`config.mk`:
```
export PLATFORM = sky130hd
export DESIGN_NAME = product_accumulator
export DESIGN_NICKNAME = d
export VERILOG_FILES = /design/src/rtl/product_accumulator.sv
export SDC_FILE = /design/constraint.sdc
export NUM_CORES = 1
export LEC_CHECK = 0
export BUFFER_PORTS_ARGS = -buffer_cell sky130_fd_sc_hd__buf_2
export CORE_ASPECT_RATIO = 2
export CORE_MARGIN = 2
export CORE_UTILIZATION = 50
export CTS_CLUSTER_DIAMETER = 100
export DETAILED_ROUTE_END_ITERATION = 10
export PLACE_DENSITY = 0.75
export SLEW_MARGIN = 25
export SYNTH_ARGS = -nofsm -noshare
export SYNTH_HDL_FRONTEND = slang
export SYNTH_SLANG_ARGS = --single-unit
```
`constraint.sdc`:
```
create_clock -name clk -period 2.7 [get_ports clk]
set_clock_uncertainty 0.05 [all_clocks]
set_input_delay 0.27 -clock clk [delete_from_list [all_inputs] [get_ports clk]]
set_output_delay 0.27 -clock clk [all_outputs]
set_load 0.02 [all_outputs]
```
`src/rtl/product_accumulator.sv`:
```
// Product accumulator: sums a run of unsigned multiplier products with
// saturation and presents the total through a valid/ready result port.
module product_accumulator #(
  parameter int PROD_W = 7,
  parameter int ACC_W  = 12
) (
  input  logic              clk,
  input  logic              rst,
  input  logic              start,
  input  logic [3:0]        len,
  input  logic              in_valid,
  output logic              in_ready,
  input  logic [PROD_W-1:0] in_prod,
  output logic              out_valid,
  input  logic              out_ready,
  output logic [ACC_W-1:0]  out_sum,
  output logic              out_ovf,
  output logic              busy
);

  typedef enum logic [1:0] {
    IDLE  = 2'd0,
    ACCUM = 2'd1,
    DONE  = 2'd2
  } state_t;

  state_t             state_q, state_d;
  logic [4:0]         cnt_q, cnt_d;
  logic [ACC_W-1:0]   acc_q, acc_d;
  logic               ovf_q, ovf_d;
  logic [ACC_W:0]     sumExt;

  // One spare bit on the adder exposes the carry that signals saturation.
  assign sumExt = {1'b0, acc_q} + (ACC_W+1)'(in_prod);

  // Next-state logic: run setup in IDLE, beat accumulation in ACCUM,
  // result handshake in DONE.
  always_comb begin
    state_d = state_q;
    cnt_d   = cnt_q;
    acc_d   = acc_q;
    ovf_d   = ovf_q;
    case (state_q)
      IDLE: begin
        if (start) begin
          cnt_d   = (len == 4'd0) ? 5'd16 : {1'b0, len};
          acc_d   = '0;
          ovf_d   = 1'b0;
          state_d = ACCUM;
        end
      end
      ACCUM: begin
        if (in_valid) begin
          if (sumExt[ACC_W]) begin
            acc_d = '1;
            ovf_d = 1'b1;
          end else begin
            acc_d = sumExt[ACC_W-1:0];
          end
          cnt_d = cnt_q - 5'd1;
          if (cnt_q == 5'd1) begin
            state_d = DONE;
          end
        end
      end
      DONE: begin
        if (out_ready) begin
          state_d = IDLE;
        end
      end
      default: begin
        state_d = IDLE;
      end
    endcase
  end

  // State register with synchronous reset that wipes any aborted run.
  always_ff @(posedge clk) begin
    if (rst) begin
      state_q <= IDLE;
      cnt_q   <= '0;
      acc_q   <= '0;
      ovf_q   <= 1'b0;
    end else begin
      state_q <= state_d;
      cnt_q   <= cnt_d;
      acc_q   <= acc_d;
      ovf_q   <= ovf_d;
    end
  end

  assign in_ready  = (state_q == ACCUM);
  assign out_valid = (state_q == DONE);
  assign busy      = (state_q != IDLE);
  assign out_sum   = acc_q;
  assign out_ovf   = ovf_q;

endmodule

```
After elaboration in Yosys (flattened, before gate mapping)

Index checks and enable logic that the tools add are counted.

Flip-flop bits (word level): 20
Input port bits: 16
Output and inout port bits: 16
Word-level logic and storage cells: 38

Add/subtract/negate cells: 2
Equality and inequality tests: 8
Mux-type cells: 17
Reductions and logical operators: 7

Operators by type and width:

| kind                | number |
|---|---|
| $mux 12             | 3 |
| $pmux 12 s2         | 1 |
| $mux 5              | 3 |
| $add 12x7->13       | 1 |
| $pmux 5 s2          | 1 |
| $mux 2              | 4 |
| $reduce_and 4->1    | 2 |
| $ne 2x1->1 const B  | 3 |
| $pmux 2 s3          | 1 |
| $eq 5x1->1 const B  | 1 |
| $sub 5x1->5 const B | 1 |
| $logic_not 4->1     | 1 |
| $ne 2x2->1 const B  | 2 |
| $reduce_bool 2->1   | 2 |
| $mux 1              | 3 |
| $reduce_and 3->1    | 1 |
| $eq 2x1->1 const B  | 1 |
| $eq 2x2->1 const B  | 1 |
| $logic_not 2->1     | 1 |
| $pmux 1 s2          | 1 |

Logic depth before layout (Yosys ltp)

Gate-level depths: netlist of run 1.

Depth after elaboration: 4
Mapped depth: 7
Depth with buffers taken out: 7

Worst setup path before layout of run 1

Ideal clock, no wire load.

Path kind: reg-to-reg
From: register acc_q[0], in the netlist out_sum[0]
To: register acc_q[6], in the netlist out_sum[6]
Setup time: 122 ps
Arrival: 2057 ps
Required time: 2528 ps
Setup slack: 471 ps
Stages on the path, launching flop included: 8
Path buffers: 0
Period minus slack after synthesis: 2229 ps
Cells stage by stage: dfxtp_1 ha_1 fa_1 a211o_1 a211oi_2 nor2_1 xor2_1 a221o_1

Longest elaborated chain between the ends: 4

Ends and longest elaborated chain:

| what                   | RTL line | source |
|---|---|---|
| from (decl)            | 29       | `logic [ACC_W-1:0] acc_q, acc_d;` |
| from (signal assigned) | 82       | `acc_q <= '0;` |
| from (signal assigned) | 87       | `acc_q <= acc_d;` |
| $add 12x7->13          | 34       | `assign sumExt = {1'b0, acc_q} + (ACC_W+1)'(in_prod);` |
| $mux 12                | 54       | `if (sumExt[ACC_W]) begin` |
| $mux 12                | 53       | `if (in_valid) begin` |
| $pmux 12 s2            | 43       | `case (state_q)` |

Every way passes these cells. The select of a mux whose other input is x is not followed.
A chain may end at the register's enable or synchronous reset.

Worst setup path in the final report of run 1

Same ends and word-level chain as after synthesis.

==> reports/metrics.yaml, run 1 <==
clocking:
  clkSinkCount: 20
  numCtsBuffers: 3
  ctsHoldBuffers: 0
  cts_tree: "done"
  cts_buffer_depth: 2
  clk_pin_slew_ns: 0.07
  clock_latency_ns: 0.26
  htreeDepth: 1
  cts_root_buffer: "clkbuf_8"
  ctsResizeCount: 0
  post_cts_buffers: 0
grt:
  grt_max_degree: 15
  grt_pass1_vias: 1390
  grt_pass1_wl_um: 6000
  grt.total_usage_pct: 25.8
  grt_overflow: 0
  antenna_found_initial: 0
placement:
  routabilityCongestion: 0.942
  port_buffers: 31
  dp_cells: 225
  place_hpwl_um: 2760
job:
  maxCapViolCount: 0
floorplanning:
  coreArea_um2: 2700
  die_w_um: 41.1
  rows: 27
  die_y_um: 78.2
  io_pins: 32
  die_area_um2: 3210
  initial_utilization_pct: 50.9
cells_and_area:
  antenna_cells: 0
  fillCellCount: 264
  nets: 227
  area_growth_pct: 16.8
  drive_above_1_share_pct: 24.0
  finalNonFillerCells: 229
synth:
  ys_types: 49
  yosysWarnings: 0
  synthArstFlopShare_pct: 0
  synth.most_common_cell: "nand2_1"
  yosysSeqAreaShare_pct: 29.1
  syn_nets: 193
  syn-instance-count: 167
  synth_top_cell_area_share_pct: 29.1
  synth_area_leaders: "dfxtp_1 29%, ha_1 8.2%, nand2_1 6.3%"
  synth_area_um2: 1380
  synthFlopType: "dfxtp_1"
  yosysTopAreaCell: "dfxtp_1"
  synth_edf_count: 0
  ys_seq_elements: 20
  synth_common_cells: "23 x nand2_1, 20 x dfxtp_1, 15 x nor2_1"
  syn_area_per_cell_um2: 8.24
timing:
  slew_headroom_pct: 68.9
  tightestPinTransition_ns: 0.463
  tns_ns: 0
  hold_ws_ns: 0.251
  setup_viol: 0
  fin_crit_sh_pct: 84.2
  slew_violations: 0
  rsz0062_at_grt: "no"
  layout_min_cycle_time_ns: 2.27
  hold_viol_final: 0
  fmax_mhz: 440
worst_setup_path:
  path_class: "reg -> reg"
  startpoint_type: "flop"
  critical_path_required_ns: 2.80
  crit_path_end_kind: "flop"
  crit_fanout: 3
  cp.arrival_ns: 2.37
drt:
  postRouteAntennaNets: 0
  num_vias: 1441
  routedWlPerCell_um: 15.3
  viasPerCell: 6.29
  first_iter_violations: 34
  first_pass_iters: 4
  drcViolationCount: 0
  wl_um: 3510
status:
  status: "finished clean"
hold_path:
  min_path_type: "in -> reg"
pwr:
  vdd_drop_max_uv: 386
  leakagePower_nw: 0.742
  p_per_area_nw_per_um2: 456
## placed cells by master (no fill, tap or decap), types with 2 or more instances in the layout
| cell type | synthesis | routed |
|---|---|---|
| a211oi_1 | 4 | 4 |
| a21o_1 | 4 | 4 |
| a21oi_1 | 8 | 8 |
| a221o_1 | 3 | 3 |
| a31oi_1 | 2 | 2 |
| a41oi_1 | 2 | 2 |
| and2_1 | 2 | 2 |
| buf_2 | 0 | 31 |
| clkbuf_8 | 0 | 4 |
| dfxtp_1 | 20 | 20 |
| ha_1 | 9 | 9 |
| inv_1 | 6 | 6 |
| nand2_1 | 23 | 23 |
| nand2b_1 | 4 | 4 |
| nand3_1 | 5 | 5 |
| nand4_1 | 2 | 2 |
| nor2_1 | 15 | 15 |
| nor2_2 | 3 | 3 |
| nor3_1 | 5 | 5 |
| nor3_2 | 2 | 2 |
| o211ai_1 | 3 | 3 |
| o21a_1 | 3 | 3 |
| o21ai_0 | 12 | 12 |
| o22ai_1 | 2 | 2 |
| xor2_1 | 2 | 2 |
## critical path: stages (launching register included)
cell      delay (ns)
dfxtp_1         0.33
ha_1            0.22
fa_1            0.43
a211o_1         0.39
a211oi_2        0.21
nor2_1          0.07
xor2_1          0.14
a221o_1         0.32
## worst paths after layout
kind                            from                      end  slack [ns]  depth (start not counted)
min reg2reg  out_sum[4]$_SDFFE_PP0P_  out_sum[4]$_SDFFE_PP0P_        0.41                          2
max reg2reg  out_sum[0]$_SDFFE_PP0P_  out_sum[6]$_SDFFE_PP0P_        0.43                          7
max          out_sum[0]$_SDFFE_PP0P_  out_sum[6]$_SDFFE_PP0P_        0.43                          7
min                        out_ready  state_q[1]$_SDFFE_PP0P_        0.25                          4
## per-stage QoR
stage | power (mW) | setup slack (ns) | instance area [um2] | util (%)
2_1_floorplan | 0.462 | 0.471 | 1380 | -
3_3_place_gp | 0.508 | 0.430 | 1550 | 57.5
3_5_place_dp | 0.511 | 0.367 | 1550 | 57.5
4_1_cts | 0.735 | 0.434 | 1610 | 59.5
5_1_grt | 0.777 | 0.304 | 1610 | 59.5
6_report | 0.734 | 0.427 | 1610 | 59.5
## layer usage
metal,global-route usage (%),up-vias,part of all wire [%]
met5,0,-,0
met4,11.0,0,2.5
met3,5.37,9,3.3
met2,45.0,40,57
met1,27.0,702,37
li1,-,690,-
## cell type report
cell class / count / area [um2] / share of cell area [%]
repair buffers: 31 / 155 / 9.65
multi-input cells: 138 / 930 / 57.8
well taps: 29 / 36.3 / 2.26
flip-flops and latches: 20 / 400 / 24.9
inverters: 7 / 31.3 / 1.95
clock buffers: 4 / 55.1 / 3.42
## state kept, by name, indices dropped and copies added (netlist names)
register and cells:
out_ovf 1, cnt_q 5, out_sum 12, state_q 2
## report_power, final
group          switching, mW  internal (mW)
Clock                 0.0968          0.130
Sequential            0.0126          0.309
Combinational          0.114         0.0722
Total                  0.223          0.511
## kinds of logic after synthesis
group / Yosys count / share of synthesized area, %
buffers and inverters: 9 / 3.36
XOR/XNOR: 2 / 1.27
adder cells (fa/ha/maj): 10 / 9.64
AO/OA/AOI/OAI: 55 / 29.4
multiplexers: 1 / 0.727
AND/OR/NAND/NOR: 70 / 26.5
flip-flops: 20 / 29.1
No activity file was read; power rests on OpenSTA's default activity.
==> inputs of run 2 (changes only) <==
--- a/config.mk
+++ b/config.mk
@@ -5,13 +5,14 @@
 export SDC_FILE = /design/constraint.sdc
 export NUM_CORES = 1
 export LEC_CHECK = 0
+export ABC_AREA = 1
 export BUFFER_PORTS_ARGS = -buffer_cell sky130_fd_sc_hd__buf_2
 export CORE_ASPECT_RATIO = 2
 export CORE_MARGIN = 2
-export CORE_UTILIZATION = 50
+export CORE_UTILIZATION = 49
 export CTS_CLUSTER_DIAMETER = 100
 export DETAILED_ROUTE_END_ITERATION = 10
-export PLACE_DENSITY = 0.75
+export PLACE_DENSITY = 0.76
 export SLEW_MARGIN = 25
 export SYNTH_ARGS = -nofsm -noshare
 export SYNTH_HDL_FRONTEND = slang
==> constraint.sdc (replaced) <==
create_clock -name clk -period 1.9 [get_ports clk]
set_clock_uncertainty 0.05 [all_clocks]
set_input_delay 0.19 -clock clk [delete_from_list [all_inputs] [get_ports clk]]
set_output_delay 0.19 -clock clk [all_outputs]
set_load 0.02 [all_outputs]
==> run 2 against run 1 <==
  * Non-clock buffer count rose by 4
  * Total power rose by 42%
  * First-iteration DRC count fell by 26%
  * Worst setup slack got worse by 0.31 ns
  * Die area rose by 7.4%
  * Clock power rose by 45%
  * Largest power group unchanged
==> reports/metrics.yaml, run 2 <==
worst_setup_path:
  worstSetupStartpoint: "out_sum[0]$_SDFFE_PP0P_"
  reg2reg_depth: 13
  cp_common_cell: "nand2_2"
  critical_path_required_ns: 2.00
  crit_cells: 13
  timing.rr.end: "out_sum[7]$_SDFFE_PP0P_"
  r2r_slack_ns: 0.12
  crit_end: "out_sum[7]$_SDFFE_PP0P_"
  startpoint_type: "flop"
  cp.arrival_ns: 1.89
  crit_path_end_kind: "flop"
  slowest_stage: "dfxtp_2"
  critPathMaxStageDelay_ns: 0.34
  path_class: "reg -> reg"
  crit-reg2reg-launch: "out_sum[0]$_SDFFE_PP0P_"
  path_delay_family: "simple AND/OR/NAND/NOR gates"
  path_buf_inv: 2
  crit_chain: "ha_4, fa_2, nand2_1, inv_2, nand2_2, nand2_2, nand2_2, nand2_4, nand2_4, buf_4, nor2_2, nor2_1, a21oi_1"
  crit_fanout: 7
synth:
  ys_types: 32
  synth.most_common_cell: "nand2_1"
  synth_area_um2: 1460
  yosysWarnings: 0
  synth_edf_count: 0
  synthArstFlopShare_pct: 0
  yosysSeqAreaShare_pct: 27.5
  syn_area_per_cell_um2: 6.53
  yosysTopAreaCell: "dfxtp_1"
  synth_common_cells: "62 x nand2_1, 28 x inv_1, 25 x nor2_1"
  synth_area_leaders: "dfxtp_1 27%, nand2_1 16%, ha_1 7.7%"
  syn_nets: 249
  synthFlopType: "dfxtp_1"
  synth_top_cell_area_share_pct: 27.5
  syn-instance-count: 223
  ys_seq_elements: 20
timing:
  fmax_mhz: 560
  layout_min_cycle_time_ns: 1.78
  tns_ns: 0
  setup_viol: 0
  fin_crit_sh_pct: 93.9
  rsz0062_at_grt: "no"
  tightestPinTransition_ns: 0.255
  setup_ws_ns: 0.116
  slew_violations: 0
  slew_headroom_pct: 83.0
  hold_viol_final: 0
grt:
  grt_pass1_wl_um: 5840
  grt.total_usage_pct: 21.8
  grt_overflow: 0
  grt_max_degree: 15
  antenna_found_initial: 0
  grt_pass1_vias: 1457
drt:
  num_vias: 1529
  postRouteAntennaNets: 0
  wl_um: 3350
  first_pass_iters: 4
  first_iter_violations: 25
  viasPerCell: 5.29
  drcViolationCount: 0
  routedWlPerCell_um: 11.6
floorplanning:
  coreArea_um2: 2910
  die_area_um2: 3450
  initial_utilization_pct: 50.1
  die_w_um: 42.6
  io_pins: 32
  die_y_um: 81.1
  rows: 28
clocking:
  cts_buffer_depth: 2
  numCtsBuffers: 3
  cts_tree: "done"
  htreeDepth: 1
  ctsHoldBuffers: 0
  clk_pin_slew_ns: 0.07
  cts_root_buffer: "clkbuf_8"
  clock_latency_ns: 0.27
  clkSinkCount: 20
pwr:
  p_per_area_nw_per_um2: 604
  leakagePower_nw: 0.925
  power_mw: 1.04
  vdd_drop_max_uv: 500
cells_and_area:
  most-common-layout-cells: "62 x nand2_1, 31 x buf_2, 28 x inv_1"
  nets: 286
  largest_reg_flops: 12
  final_common_cell: "nand2_1"
  area_growth_pct: 18.8
  drive_above_1_share_pct: 23.6
  fillCellCount: 303
  finalNonFillerCells: 289
  antenna_cells: 0
placement:
  port_buffers: 31
  place_hpwl_um: 2780
  routabilityCongestion: 0.853
  dp_cells: 284
  pre_cts_ws_ns: 0.0109
hold_path:
  min_path_type: "in -> reg"
  worstHoldStart: "out_ready"
status:
  status: "finished clean"
job:
  maxCapViolCount: 0
run 2: cells by family after synthesis:
| logic type | share of synthesized area (%) |
|---|---|
| and+or+nand+nor | 37.9 |
| adders and majority gates | 9.11 |
| AOI/OAI and AO/OA | 13.8 |
| buffers and inverters | 9.88 |
| DFF | 27.5 |
| xor gates and xnor gates | 1.80 |
run 2: worst min-delay path by stage:
stage,endpoint,slack (ns),depth (start not counted)
after global routing,cnt_q[1]$_SDFFE_PP0P_,0.14,3
after global placement,out_ovf$_SDFFE_PP0P_,0.40,2
final,state_q[1]$_SDFFE_PP0P_,0.12,4
after CTS,state_q[1]$_SDFFE_PP0P_,0.13,4
after floorplan,out_sum[3]$_SDFFE_PP0P_,0.21,1
after detailed placement,state_q[1]$_SDFFE_PP0P_,0.41,4
run 2: worst reg2reg max path, stage by stage (launching register included):
cell and delay (ns):
dfxtp_2 0.34, ha_4 0.16, fa_2 0.33, nand2_1 0.08, inv_2 0.04, nand2_2 0.05
nand2_2 0.07, nand2_2 0.08, nand2_4 0.06, nand2_4 0.10, buf_4 0.12, nor2_2 0.04
nor2_1 0.08, a21oi_1 0.06
run 2: through the flow:
stage | cell area, um2 | util [%] | hold slack, ns
6_report | 1730 | 59.5 | 0.122
4_1_cts | 1710 | 58.8 | 0.126
3_5_place_dp | 1650 | 56.9 | 0.409
5_1_grt | 1730 | 59.5 | 0.143
3_3_place_gp | 1650 | 56.9 | 0.400
2_1_floorplan | 1460 | - | 0.209
run 2: power breakdown:
group / internal (mW) / switching (mW) / total, mW
sequential: 0.441 / 0.0184 / 0.459
combinational: 0.0950 / 0.161 / 0.256
clock: 0.185 / 0.145 / 0.330
run 2: per-layer routing:
layer	track usage [%]	share of wire, %
met1	21.2	37
met2	42.9	57
met3	2.67	2.2
met4	11.6	3.1
met5	0	0
run 2: layout make-up:
cell class	count	area [um2]	area share [%]
multi-input combinational	167	927	53.6
timing repair buffer	35	185	10.7
sequential	20	402	23.2
clock buffer	4	55.1	3.18
inverter	33	124	7.16
tap	30	37.5	2.17
run 2: timing repair:
action                                  CTS  global route
endpoints found under the setup margin    0             9
gates resized for setup                   0             4
setup buffers                             0             1
==> inputs of run 3 (changes only) <==
--- a/config.mk
+++ b/config.mk
@@ -6,13 +6,14 @@
 export NUM_CORES = 1
 export LEC_CHECK = 0
 export ABC_AREA = 1
-export BUFFER_PORTS_ARGS = -buffer_cell sky130_fd_sc_hd__buf_2
+export BUFFER_PORTS_ARGS = -buffer_cell sky130_fd_sc_hd__buf_4
 export CORE_ASPECT_RATIO = 2
 export CORE_MARGIN = 2
 export CORE_UTILIZATION = 49
 export CTS_CLUSTER_DIAMETER = 100
 export DETAILED_ROUTE_END_ITERATION = 10
 export PLACE_DENSITY = 0.76
+export RECOVER_POWER = 25
 export SLEW_MARGIN = 25
 export SYNTH_ARGS = -nofsm -noshare
 export SYNTH_HDL_FRONTEND = slang
==> run 3 against run 2 <==
  * Cell count fell by 0.35%
  * Cell area increased by 2.2%
  * Hold slack better by 0.0096 ns
  * Total power grew 0.16%
  * Worst setup slack worse by 0.0052 ns
  * Global-route usage down 0.91 points
  * First-iteration DRC count fell by 32%
  * Register-to-register slack barely moved
  * Sequential power hardly changed
  * Flip-flop and latch count did not move
  * Combinational power grew 4%
  * Critical endpoint is now out_sum[5]$_SDFFE_PP0P_
  * Largest cell class unchanged
  * Largest power group unchanged
==> reports/metrics.yaml, run 3 (synthesis gave the netlist of run 2 again) <==
drt:
  wl_um: 3350
  postRouteAntennaNets: 0
  num_vias: 1511
  first_pass_iters: 4
  first_iter_violations: 17
  viasPerCell: 5.25
  routedWlPerCell_um: 11.6
  drcViolationCount: 0
floorplanning:
  die_w_um: 42.6
  die_y_um: 81.1
  coreArea_um2: 2910
  rows: 28
  initial_utilization_pct: 50.1
  io_pins: 32
  die_area_um2: 3450
timing:
  slew_violations: 0
  slew_headroom_pct: 82.9
  layout_min_cycle_time_ns: 1.79
  fmax_mhz: 559
  setup_viol: 0
  fin_crit_sh_pct: 94.2
  hold_viol_final: 0
  tightestPinTransition_ns: 0.256
  tns_ns: 0
pwr:
  vdd_drop_max_uv: 564
  leakagePower_nw: 0.895
  power_mw: 1.05
  p_per_area_nw_per_um2: 592
cells_and_area:
  finalNonFillerCells: 288
  drive_above_1_share_pct: 20.2
  post-route-cell-area_um2: 1770
  largest_reg_flops: 12
  fillCellCount: 273
  most-common-layout-cells: "61 x nand2_1, 28 x inv_1, 25 x nor2_1, 25 x buf_4, 19 x dfxtp_1"
  antenna_cells: 0
  nets: 285
  area_growth_pct: 21.5
  final_common_cell: "nand2_1"
placement:
  routabilityCongestion: 0.866
  dp_cells: 283
  port_buffers: 31
  placed_area_um2: 1720
  place_hpwl_um: 2740
clocking:
  cts_root_buffer: "clkbuf_8"
  numCtsBuffers: 3
  clk_pin_slew_ns: 0.08
  clkSinkCount: 20
  cts_tree: "done"
  htreeDepth: 1
  clock_latency_ns: 0.26
  cts_buffer_depth: 2
grt:
  grt_pass1_vias: 1444
  grt_pass1_wl_um: 5630
  grt.total_usage_pct: 20.9
  antenna_found_initial: 0
  grt_overflow: 0
  grt_max_degree: 16
status:
  status: "finished clean"
worst_setup_path:
  cp_common_cell: "nand2_2"
  crit_chain: "ha_4, fa_2, nand2_2, inv_2, nand2_2, nand2_2, nand2_2, nand2_4, nand2_4, inv_2, nand2_2, nand2_1, nor2_1, nor2_1"
  critPathMaxStageDelay_ns: 0.34
  crit_path_end_kind: "flop"
  crit_fanout: 7
  path_class: "reg -> reg"
  cp.arrival_ns: 1.90
  critical_path_required_ns: 2.01
  startpoint_type: "flop"
  slowest_stage: "dfxtp_2"
job:
  maxCapViolCount: 0
hold_path:
  min_path_type: "in -> reg"
run 3: changes by cell type in the layout (fill, tap and decap cells not counted), sizes merged:
cell and change:
buf -10, clkbuf +9
run 3: report_power, final:
group	total, mW	internal, mW	leakage (nW)	switching (mW)
Clock	0.323	0.184	0.0288	0.138
Combinational	0.265	0.104	0.703	0.161
Sequential	0.459	0.441	0.163	0.0181
run 3: critical path, delay by kind of cell, from the launching register on:
kind | cells | cell delay (ns)
AND/OR/NAND/NOR | 10 | 0.69
adder cells (fa/ha/maj) | 2 | 0.50
flip-flops | 1 | 0.34
buffers and inverters | 2 | 0.10
run 3: worst paths after layout:
check | endpoint | slack [ns] | from | depth (start not counted)
setup / recovery | out_sum[5]$_SDFFE_PP0P_ | 0.11 | out_sum[0]$_SDFFE_PP0P_ | 14
hold reg to reg | out_sum[10]$_SDFFE_PP0P_ | 0.44 | out_sum[10]$_SDFFE_PP0P_ | 1
hold / removal | state_q[1]$_SDFFE_PP0P_ | 0.13 | out_ready | 4
setup reg to reg | out_sum[5]$_SDFFE_PP0P_ | 0.11 | out_sum[0]$_SDFFE_PP0P_ | 14
run 3: through the flow:
stage | util, % | hold WS (ns) | setup WS, ns
after global placement | 59.3 | 0.394 | 0.0475
final | 60.8 | 0.132 | 0.111
after floorplan | - | 0.209 | 0.00395
after detailed placement | 59.3 | 0.402 | 0.00744
after global routing | 60.8 | 0.134 | -0.0360
after CTS | 61.2 | 0.138 | 0.00433
run 3: per-layer routing:
| layer | vias to the layer above | GRT usage, % | share of wire [%] | routed length [um] |
|---|---|---|---|---|
| met5 | - | 0 | 0 | 0 |
| met4 | 0 | 11.6 | 4.0 | 135 |
| met3 | 11 | 2.00 | 3.2 | 107 |
| met2 | 33 | 41.8 | 57 | 1890 |
| met1 | 685 | 19.8 | 36 | 1210 |
| li1 | 782 | - | - | - |
run 3: area by class of cell:
class | instances | area (um2) | share of cell area [%]
Multi-Input combinational cell | 167 | 930 | 52.5
Clock buffer | 4 | 55.1 | 3.11
Timing Repair Buffer | 34 | 221 | 12.5
Tap cell | 30 | 37.5 | 2.12
Inverter | 33 | 124 | 7.00
Sequential cell | 20 | 402 | 22.7
run 3: what timing repair did:
action	in CTS	in global routing
setup buffers	0	1
gates resized for setup	0	5
hold buffers	0	0
endpoints found under the setup margin	0	9
